[src/rtl/lcd_sprite_fetch_pkg.sv]
// rtl/lcd_sprite_fetch_pkg.sv - shared state encoding and buffer depth for the sprite fetch sequencer
package lcd_sprite_fetch_pkg;

    typedef enum logic [1:0] {
        ST_IDLE  = 2'd0,
        ST_ISSUE = 2'd1,
        ST_DRAIN = 2'd2,
        ST_DONE  = 2'd3
    } fetch_state_t;

    localparam int FETCH_BUF_DEPTH = 2;

endpackage

[src/rtl/lcd_sprite_fetch_if.sv]
// rtl/lcd_sprite_fetch_if.sv - request, ROM and pixel-stream signals of the sprite fetch sequencer
interface lcd_sprite_fetch_if #(
    parameter int ADDR_WIDTH  = 8,
    parameter int DATA_WIDTH  = 16,
    parameter int COORD_WIDTH = 11
);
    logic                   start;
    logic [ADDR_WIDTH-1:0]  base_addr;
    logic [COORD_WIDTH-1:0] spr_w;
    logic [COORD_WIDTH-1:0] spr_h;
    logic [COORD_WIDTH-1:0] org_x;
    logic [COORD_WIDTH-1:0] org_y;
    logic                   busy;
    logic                   done;
    logic [ADDR_WIDTH-1:0]  rom_addr;
    logic                   rom_rd;
    logic [DATA_WIDTH-1:0]  rom_data;
    logic                   pix_valid;
    logic                   pix_ready;
    logic [DATA_WIDTH-1:0]  pix_data;
    logic [COORD_WIDTH-1:0] pix_x;
    logic [COORD_WIDTH-1:0] pix_y;
    logic                   pix_last;

    modport master (
        output start, base_addr, spr_w, spr_h, org_x, org_y, rom_data, pix_ready,
        input  busy, done, rom_addr, rom_rd, pix_valid, pix_data, pix_x, pix_y, pix_last
    );

    modport slave (
        input  start, base_addr, spr_w, spr_h, org_x, org_y, rom_data, pix_ready,
        output busy, done, rom_addr, rom_rd, pix_valid, pix_data, pix_x, pix_y, pix_last
    );
endinterface

[src/rtl/lcd_sprite_fetch_buf2.sv]
// rtl/lcd_sprite_fetch_buf2.sv - 2-entry synchronous FIFO holding {last, y, x, data} pixel entries
module lcd_sprite_fetch_buf2
    import lcd_sprite_fetch_pkg::*;
#(
    parameter int WIDTH = 39
) (
    input  logic             clk,
    input  logic             rstn,
    input  logic             i_push,
    input  logic [WIDTH-1:0] i_data,
    input  logic             i_pop,
    output logic [1:0]       o_count,
    output logic [WIDTH-1:0] o_head
);
    logic [WIDTH-1:0] r_mem [FETCH_BUF_DEPTH];
    logic             r_wr_ptr;
    logic             r_rd_ptr;
    logic [1:0]       r_count;

    always_ff @(posedge clk) begin
        if (!rstn) begin
            for (int i = 0; i < FETCH_BUF_DEPTH; i++) r_mem[i] <= '0;
            r_wr_ptr <= 1'b0;
            r_rd_ptr <= 1'b0;
            r_count  <= 2'd0;
        end else begin
            if (i_push) begin
                r_mem[r_wr_ptr] <= i_data;
                r_wr_ptr        <= ~r_wr_ptr;
            end
            if (i_pop) r_rd_ptr <= ~r_rd_ptr;
            case ({i_push, i_pop})
                2'b10:   r_count <= r_count + 2'd1;
                2'b01:   r_count <= r_count - 2'd1;
                default: r_count <= r_count;
            endcase
        end
    end

    // The upstream credit rule guarantees a free slot for every push.
    always_ff @(posedge clk) begin
        if (rstn) assert (!(i_push && r_count == 2'(FETCH_BUF_DEPTH) && !i_pop));
    end

    assign o_count = r_count;
    assign o_head  = r_mem[r_rd_ptr];
endmodule

[src/rtl/lcd_sprite_fetch.sv]
// rtl/lcd_sprite_fetch.sv - walks a row-major sprite in ROM and emits a coordinate-tagged pixel stream
module lcd_sprite_fetch
    import lcd_sprite_fetch_pkg::*;
#(
    parameter int ADDR_WIDTH  = 8,
    parameter int DATA_WIDTH  = 16,
    parameter int COORD_WIDTH = 11
) (
    input logic               clk,
    input logic               rstn,
    lcd_sprite_fetch_if.slave bus
);
    localparam int ENTRY_W = 1 + 2 * COORD_WIDTH + DATA_WIDTH;

    fetch_state_t           r_state;
    fetch_state_t           w_next;
    logic [ADDR_WIDTH-1:0]  r_addr;
    logic [COORD_WIDTH-1:0] r_col, r_row, r_w, r_h, r_ox, r_oy;
    logic [COORD_WIDTH-1:0] r_tag_x, r_tag_y;
    logic                   r_tag_last;
    logic                   r_inflight;
    logic [1:0]             w_cnt;
    logic [ENTRY_W-1:0]     w_head;
    logic                   w_pop, w_credit, w_issue, w_last_pix, w_zero;
    logic                   w_busy, w_done, w_valid;

    assign w_valid    = (w_cnt != 2'd0);
    assign w_pop      = w_valid && bus.pix_ready;
    // Buffered + in-flight entries, less the one leaving now, must leave room for one more.
    assign w_credit   = (({1'b0, w_cnt} + {2'b00, r_inflight}) - {2'b00, w_pop}) < 3'd2;
    assign w_last_pix = (r_col == r_w - COORD_WIDTH'(1)) && (r_row == r_h - COORD_WIDTH'(1));
    assign w_zero     = (bus.spr_w == '0) || (bus.spr_h == '0);

    always_ff @(posedge clk) begin
        if (!rstn) r_state <= ST_IDLE;
        else       r_state <= w_next;
    end

    always_comb begin
        w_next  = r_state;
        w_issue = 1'b0;
        w_busy  = 1'b0;
        w_done  = 1'b0;
        case (r_state)
            ST_IDLE: begin
                if (bus.start) w_next = w_zero ? ST_DONE : ST_ISSUE;
            end
            ST_ISSUE: begin
                w_busy  = 1'b1;
                w_issue = w_credit;
                if (w_issue && w_last_pix) w_next = ST_DRAIN;
            end
            ST_DRAIN: begin
                w_busy = 1'b1;
                if (w_cnt == 2'd0 && !r_inflight) w_next = ST_DONE;
            end
            ST_DONE: begin
                w_done = 1'b1;
                w_next = ST_IDLE;
            end
            default: w_next = ST_IDLE;
        endcase
    end

    always_ff @(posedge clk) begin
        if (!rstn) begin
            r_addr     <= '0;
            r_col      <= '0;
            r_row      <= '0;
            r_w        <= '0;
            r_h        <= '0;
            r_ox       <= '0;
            r_oy       <= '0;
            r_tag_x    <= '0;
            r_tag_y    <= '0;
            r_tag_last <= 1'b0;
            r_inflight <= 1'b0;
        end else begin
            r_inflight <= w_issue;
            if (r_state == ST_IDLE && bus.start && !w_zero) begin
                r_addr <= bus.base_addr;
                r_w    <= bus.spr_w;
                r_h    <= bus.spr_h;
                r_ox   <= bus.org_x;
                r_oy   <= bus.org_y;
                r_col  <= '0;
                r_row  <= '0;
            end
            if (w_issue) begin
                r_tag_x    <= r_ox + r_col;
                r_tag_y    <= r_oy + r_row;
                r_tag_last <= w_last_pix;
                r_addr     <= r_addr + ADDR_WIDTH'(1);
                if (r_col == r_w - COORD_WIDTH'(1)) begin
                    r_col <= '0;
                    r_row <= r_row + COORD_WIDTH'(1);
                end else begin
                    r_col <= r_col + COORD_WIDTH'(1);
                end
            end
        end
    end

    lcd_sprite_fetch_buf2 #(.WIDTH(ENTRY_W)) u_buf (
        .clk     (clk),
        .rstn    (rstn),
        .i_push  (r_inflight),
        .i_data  ({r_tag_last, r_tag_y, r_tag_x, bus.rom_data}),
        .i_pop   (w_pop),
        .o_count (w_cnt),
        .o_head  (w_head)
    );

    assign bus.busy      = w_busy;
    assign bus.done      = w_done;
    assign bus.rom_addr  = r_addr;
    assign bus.rom_rd    = w_issue;
    assign bus.pix_valid = w_valid;
    assign bus.pix_data  = w_head[DATA_WIDTH-1:0];
    assign bus.pix_x     = w_head[DATA_WIDTH +: COORD_WIDTH];
    assign bus.pix_y     = w_head[DATA_WIDTH+COORD_WIDTH +: COORD_WIDTH];
    assign bus.pix_last  = w_valid && w_head[ENTRY_W-1];
endmodule

[src/flat_wrapper.sv]
// flat-port wrapper written by rule: the top's interface ports become plain ports
module lcd_sprite_fetch_flat import lcd_sprite_fetch_pkg::*;
#(
    parameter int ADDR_WIDTH  = 8,
    parameter int DATA_WIDTH  = 16,
    parameter int COORD_WIDTH = 11
)
  (clk, rstn, bus_start, bus_base_addr, bus_spr_w, bus_spr_h, bus_org_x, bus_org_y, bus_rom_data, bus_pix_ready, bus_busy, bus_done, bus_rom_addr, bus_rom_rd, bus_pix_valid, bus_pix_data, bus_pix_x, bus_pix_y, bus_pix_last);
  lcd_sprite_fetch_if #(.ADDR_WIDTH(ADDR_WIDTH), .DATA_WIDTH(DATA_WIDTH), .COORD_WIDTH(COORD_WIDTH)) bus_i ();
  input logic clk;
  input logic rstn;
  input wire logic [$bits(bus_i.start)-1:0] bus_start;
  input wire logic [$bits(bus_i.base_addr)-1:0] bus_base_addr;
  input wire logic [$bits(bus_i.spr_w)-1:0] bus_spr_w;
  input wire logic [$bits(bus_i.spr_h)-1:0] bus_spr_h;
  input wire logic [$bits(bus_i.org_x)-1:0] bus_org_x;
  input wire logic [$bits(bus_i.org_y)-1:0] bus_org_y;
  input wire logic [$bits(bus_i.rom_data)-1:0] bus_rom_data;
  input wire logic [$bits(bus_i.pix_ready)-1:0] bus_pix_ready;
  output wire logic [$bits(bus_i.busy)-1:0] bus_busy;
  output wire logic [$bits(bus_i.done)-1:0] bus_done;
  output wire logic [$bits(bus_i.rom_addr)-1:0] bus_rom_addr;
  output wire logic [$bits(bus_i.rom_rd)-1:0] bus_rom_rd;
  output wire logic [$bits(bus_i.pix_valid)-1:0] bus_pix_valid;
  output wire logic [$bits(bus_i.pix_data)-1:0] bus_pix_data;
  output wire logic [$bits(bus_i.pix_x)-1:0] bus_pix_x;
  output wire logic [$bits(bus_i.pix_y)-1:0] bus_pix_y;
  output wire logic [$bits(bus_i.pix_last)-1:0] bus_pix_last;
  assign bus_i.start = bus_start;
  assign bus_i.base_addr = bus_base_addr;
  assign bus_i.spr_w = bus_spr_w;
  assign bus_i.spr_h = bus_spr_h;
  assign bus_i.org_x = bus_org_x;
  assign bus_i.org_y = bus_org_y;
  assign bus_i.rom_data = bus_rom_data;
  assign bus_i.pix_ready = bus_pix_ready;
  assign bus_busy = bus_i.busy;
  assign bus_done = bus_i.done;
  assign bus_rom_addr = bus_i.rom_addr;
  assign bus_rom_rd = bus_i.rom_rd;
  assign bus_pix_valid = bus_i.pix_valid;
  assign bus_pix_data = bus_i.pix_data;
  assign bus_pix_x = bus_i.pix_x;
  assign bus_pix_y = bus_i.pix_y;
  assign bus_pix_last = bus_i.pix_last;
  lcd_sprite_fetch #(.ADDR_WIDTH(ADDR_WIDTH), .DATA_WIDTH(DATA_WIDTH), .COORD_WIDTH(COORD_WIDTH)) u_core (.clk(clk), .rstn(rstn), .bus(bus_i));
endmodule
[config.mk]
export PLATFORM = sky130hd
export DESIGN_NAME = lcd_sprite_fetch_flat
export DESIGN_NICKNAME = d
export VERILOG_FILES = /design/src/rtl/lcd_sprite_fetch_pkg.sv /design/src/rtl/lcd_sprite_fetch_if.sv /design/src/rtl/lcd_sprite_fetch_buf2.sv /design/src/rtl/lcd_sprite_fetch.sv /design/src/flat_wrapper.sv
export SDC_FILE = /design/constraint.sdc
export NUM_CORES = 1
export LEC_CHECK = 0
export BUFFER_PORTS_ARGS = -buffer_cell sky130_fd_sc_hd__buf_4
export CAP_MARGIN = 20
export CORE_AREA = 8 8 187 189
export CTS_CLUSTER_SIZE = 16
export DETAILED_ROUTE_END_ITERATION = 8
export DIE_AREA = 0 0 195 197
export GPL_TIMING_DRIVEN = 0
export PLACE_DENSITY_LB_ADDON = 0.12
export SYNTH_ARGS = -nofsm -noshare
export SYNTH_HDL_FRONTEND = slang
export SYNTH_SLANG_ARGS = --single-unit
[constraint.sdc]
create_clock -name clk -period 6.9 [get_ports clk]
set_input_delay 1.035 -clock clk [delete_from_list [all_inputs] [get_ports clk]]
set_output_delay 1.035 -clock clk [all_outputs]
set_load 0.03 [all_outputs]
==> reports/qor.yml <==
status:
  status: "finished clean"
detailed_routing:
  wl_per_cell_um: 17.46
  dr.pass1.iters: 4
  first_iter_violations: 327
  ant_nets: 0
  drt_wl_total_mm: 26.67
  drc: 0
  via_per_inst: 4.713
  vias: 7202
worst_setup_path:
  cp.required_ps: 5860
  crit_family: "buffers and inverters"
  slowest_stage: "clkbuf_1"
  crit_path_end_kind: "output port"
  max_stage_delay_ps: 520
  crit_chain: "nor2_1, inv_1, and2_1, ha_1, nor2b_1, fa_1, nor2_1, nand2_1, inv_1, clkbuf_1, clkbuf_1, buf_4"
  worstSetupPathType: "reg2out"
  crit_buf_inv: 5
  cp_data_arrival_time_ps: 4670
  crit_fanout: 10
  crit_path_start_kind: "flip-flop"
  timing.reg2reg.setup_slack_ps: 2590
die:
  core_region_area_um2: 32040
  die_w_um: 195
  initial_utilization: 0.2959
  io_pins: 123
  row_count: 66
  die_area_um2: 38420
  die_y_um: 197
timing:
  finalSetupViolCount: 0
  period_share: 0.8270
  worst_pin_slew_ps: 872.9
  max_freq_mhz: 175.2
  rsz0062_at_grt: "no"
  whs_ps: 469.7
  final-hold-violation-count: 0
  finalCriticalPeriod_ps: 5706
  slew-limit-headroom: 0.4099
  fin_tns_setup_ps: 0
  skew_ps: 13.65
  drv_slew: 0
grt:
  first_global_vias: 7223
  grt_max_degree: 29
  grt.total_usage: 0.1384
  grt_pass1_wl_mm: 41.75
  antenna_found_initial: 0
  overflow: 0
layout:
  multi_input_area_um2: 4770
  n_antenna_cell: 0
  fin_util: 0.3605
  num-fill-cells: 3313
  drive_above_1_share: 0.1875
  instances_no_fill: 1528
  final_cell_area_um2: 11550
  final_cell_mix: "nand2_1, buf_4, dfxtp_1, and2_1, edfxtp_1"
  layout.nets: 1214
  area_growth_pct: 21.81
  ff_latch_area_um2: 4444
  final_common_cell: "nand2_1"
yosys:
  synth-xor-area-share: 0.04526
  synth_ff_type: "dfxtp_1"
  syn_inst: 964
  async_reset_ff_frac: 0
  synthAdderAreaFrac: 0.04856
  ys_ff_latch: 183
  netlist_area_um2: 9482
  yosys.area.top_type: "edfxtp_1"
  synth-edff-count: 78
  synth_mux_area_frac: 0.05358
  yosys.area.top_type_share: 0.2470
  synth_top_family_by_area: "simple AND/OR/NAND/NOR gates"
  ys.warnings.count: 0
  yosysUniqueCellTypes: 70
  avgSynthCellArea_um2: 9.836
  syn_nets: 1071
  synth_simple_gate_area_frac: 0.2272
  yosysSeqAreaShare: 0.4687
  synth.area.top_cells: "edfxtp_1, dfxtp_1, and2_1"
  synth_compound_area_frac: 0.1269
power_and_ir_drop:
  peakVddDrop_mv: 0.1673
  power_density_nw_per_um2: 327.4
  leakage_uw: 0.004685
placed_design:
  dp.cells: 1496
  post_dp_cell_area_um2: 10960
  io_buffers: 122
  gp_congestion: 0.7718
  hpwl_mm: 20.52
clock_tree:
  cts_resized: 0
  cts_htree_levels: 4
  cts_root_buffer: "clkbuf_16"
  clock_latency_ps: 430
  cts_setup_buffers: 0
  numCtsBuffers: 17
  cts_tree: "yes"
  ctsHoldBuffers: 0
  cts.sinks: 183
  path_clk_slew_ps: 70
  cts_buffer_depth: 2
run:
  drv_cap: 0
min_path:
  hold_class: "reg2reg"
[area by class of cell]
class / count / share of cell area
buffer: 51 / 0.01755
clock buffer: 17 / 0.03683
clock inverter: 15 / 0.01408
inverter: 21 / 0.006825
multi-input combinational: 709 / 0.4130
sequential: 183 / 0.3848
tap: 408 / 0.04420
timing repair buffer: 124 / 0.08276
[synth_stat cells (3+ instances only)]
library cell  number
inv_1             21
a31oi_1            8
buf_2              3
and3_1            21
xor2_1            22
nor3_1            10
or4_1              6
and3b_1            6
o21ai_0           44
a221oi_1           5
nand2_1          141
edfxtp_1          78
nand4_1            6
fa_1               3
nor2b_1           19
o21bai_1           3
a41oi_1            3
and4b_1            3
and2_1            90
a21oi_1           24
a21boi_0          54
nand3_1           29
clkbuf_1          42
o211a_1            5
nand2b_1           9
mux2i_1            8
a21o_1             5
nor4_1             8
nand4b_1           3
ha_1              32
nor3b_1           10
nor2_1            25
mux2_2            38
buf_1              5
xnor2_1           27
dfxtp_1          105
[through the flow]
| step | worst slack, ps | total power, uW |
|---|---|---|
| final | 1194 | 3781 |
| after global routing | 923.3 | 4014 |
| after CTS | 1214 | 3844 |
| after detailed placement | 1345 | 2853 |
| after global placement | 786.8 | 2845 |
| after floorplan | 2548 | 2334 |
[sequential cells by signal, summed over array words and instances (netlist names), named ones only]
name,cells
u_core.r_oy,11
u_core.r_state,2
u_core.r_tag_y,11
u_core.u_buf.r_mem,78
u_core.r_w,11
u_core.u_buf.r_rd_ptr,1
u_core.u_buf.r_wr_ptr,1
u_core.u_buf.o_count,2
u_core.r_ox,11
u_core.r_tag_last,1
u_core.r_tag_x,11
u_core.r_row,11
u_core.r_inflight,1
u_core.bus.rom_addr,8
u_core.r_col,11
u_core.r_h,11
[metal layers]
metal,global-route usage,part of all wire,vias up
met2,0.2305,0.46,120
li1,-,-,3709
met4,0.02892,0.0065,0
met1,0.1867,0.49,3363
met5,0,0,-
met3,0.02354,0.039,10
[logic make-up after synthesis]
kind of cell	count (synthesis)
simple gates	402
flops	183
compound gates	177
buf+inv	72
xor+xnor	49
mux	46
fa+ha+maj	35
[power breakdown]
group	internal [uW]	switching (uW)
clock network	488	486
logic	520	866
registers	1300	125
total	2300	1480
[worst register-to-register path: stages (launching register included)]
cell and delay [ps]:
dfxtp_1 350, nor2_1 360, inv_1 100, and2_1 240
ha_1 350, nor2b_1 220, fa_1 450, nor2_1 380
nand2_1 310, inv_1 210, clkbuf_1 470, clkbuf_1 520
nand4b_1 170, nand3_1 110
[worst paths after layout]
| check | from | endpoint | depth (start not counted) |
|---|---|---|---|
| worst max register to register | u_core.u_buf.o_count[1]$_SDFFE_PN0N_ | u_core.r_tag_y[9]$_SDFFE_PN0P_ | 13 |
| worst min register to register | u_core.r_ox[8]$_SDFFE_PN0P_ | u_core.r_ox[8]$_SDFFE_PN0P_ | 2 |
| worst max-delay path | u_core.u_buf.o_count[1]$_SDFFE_PN0N_ | bus_rom_rd | 12 |
| worst min-delay path | u_core.r_ox[8]$_SDFFE_PN0P_ | u_core.r_ox[8]$_SDFFE_PN0P_ | 2 |
No activity file was read; power rests on OpenSTA's default activity.
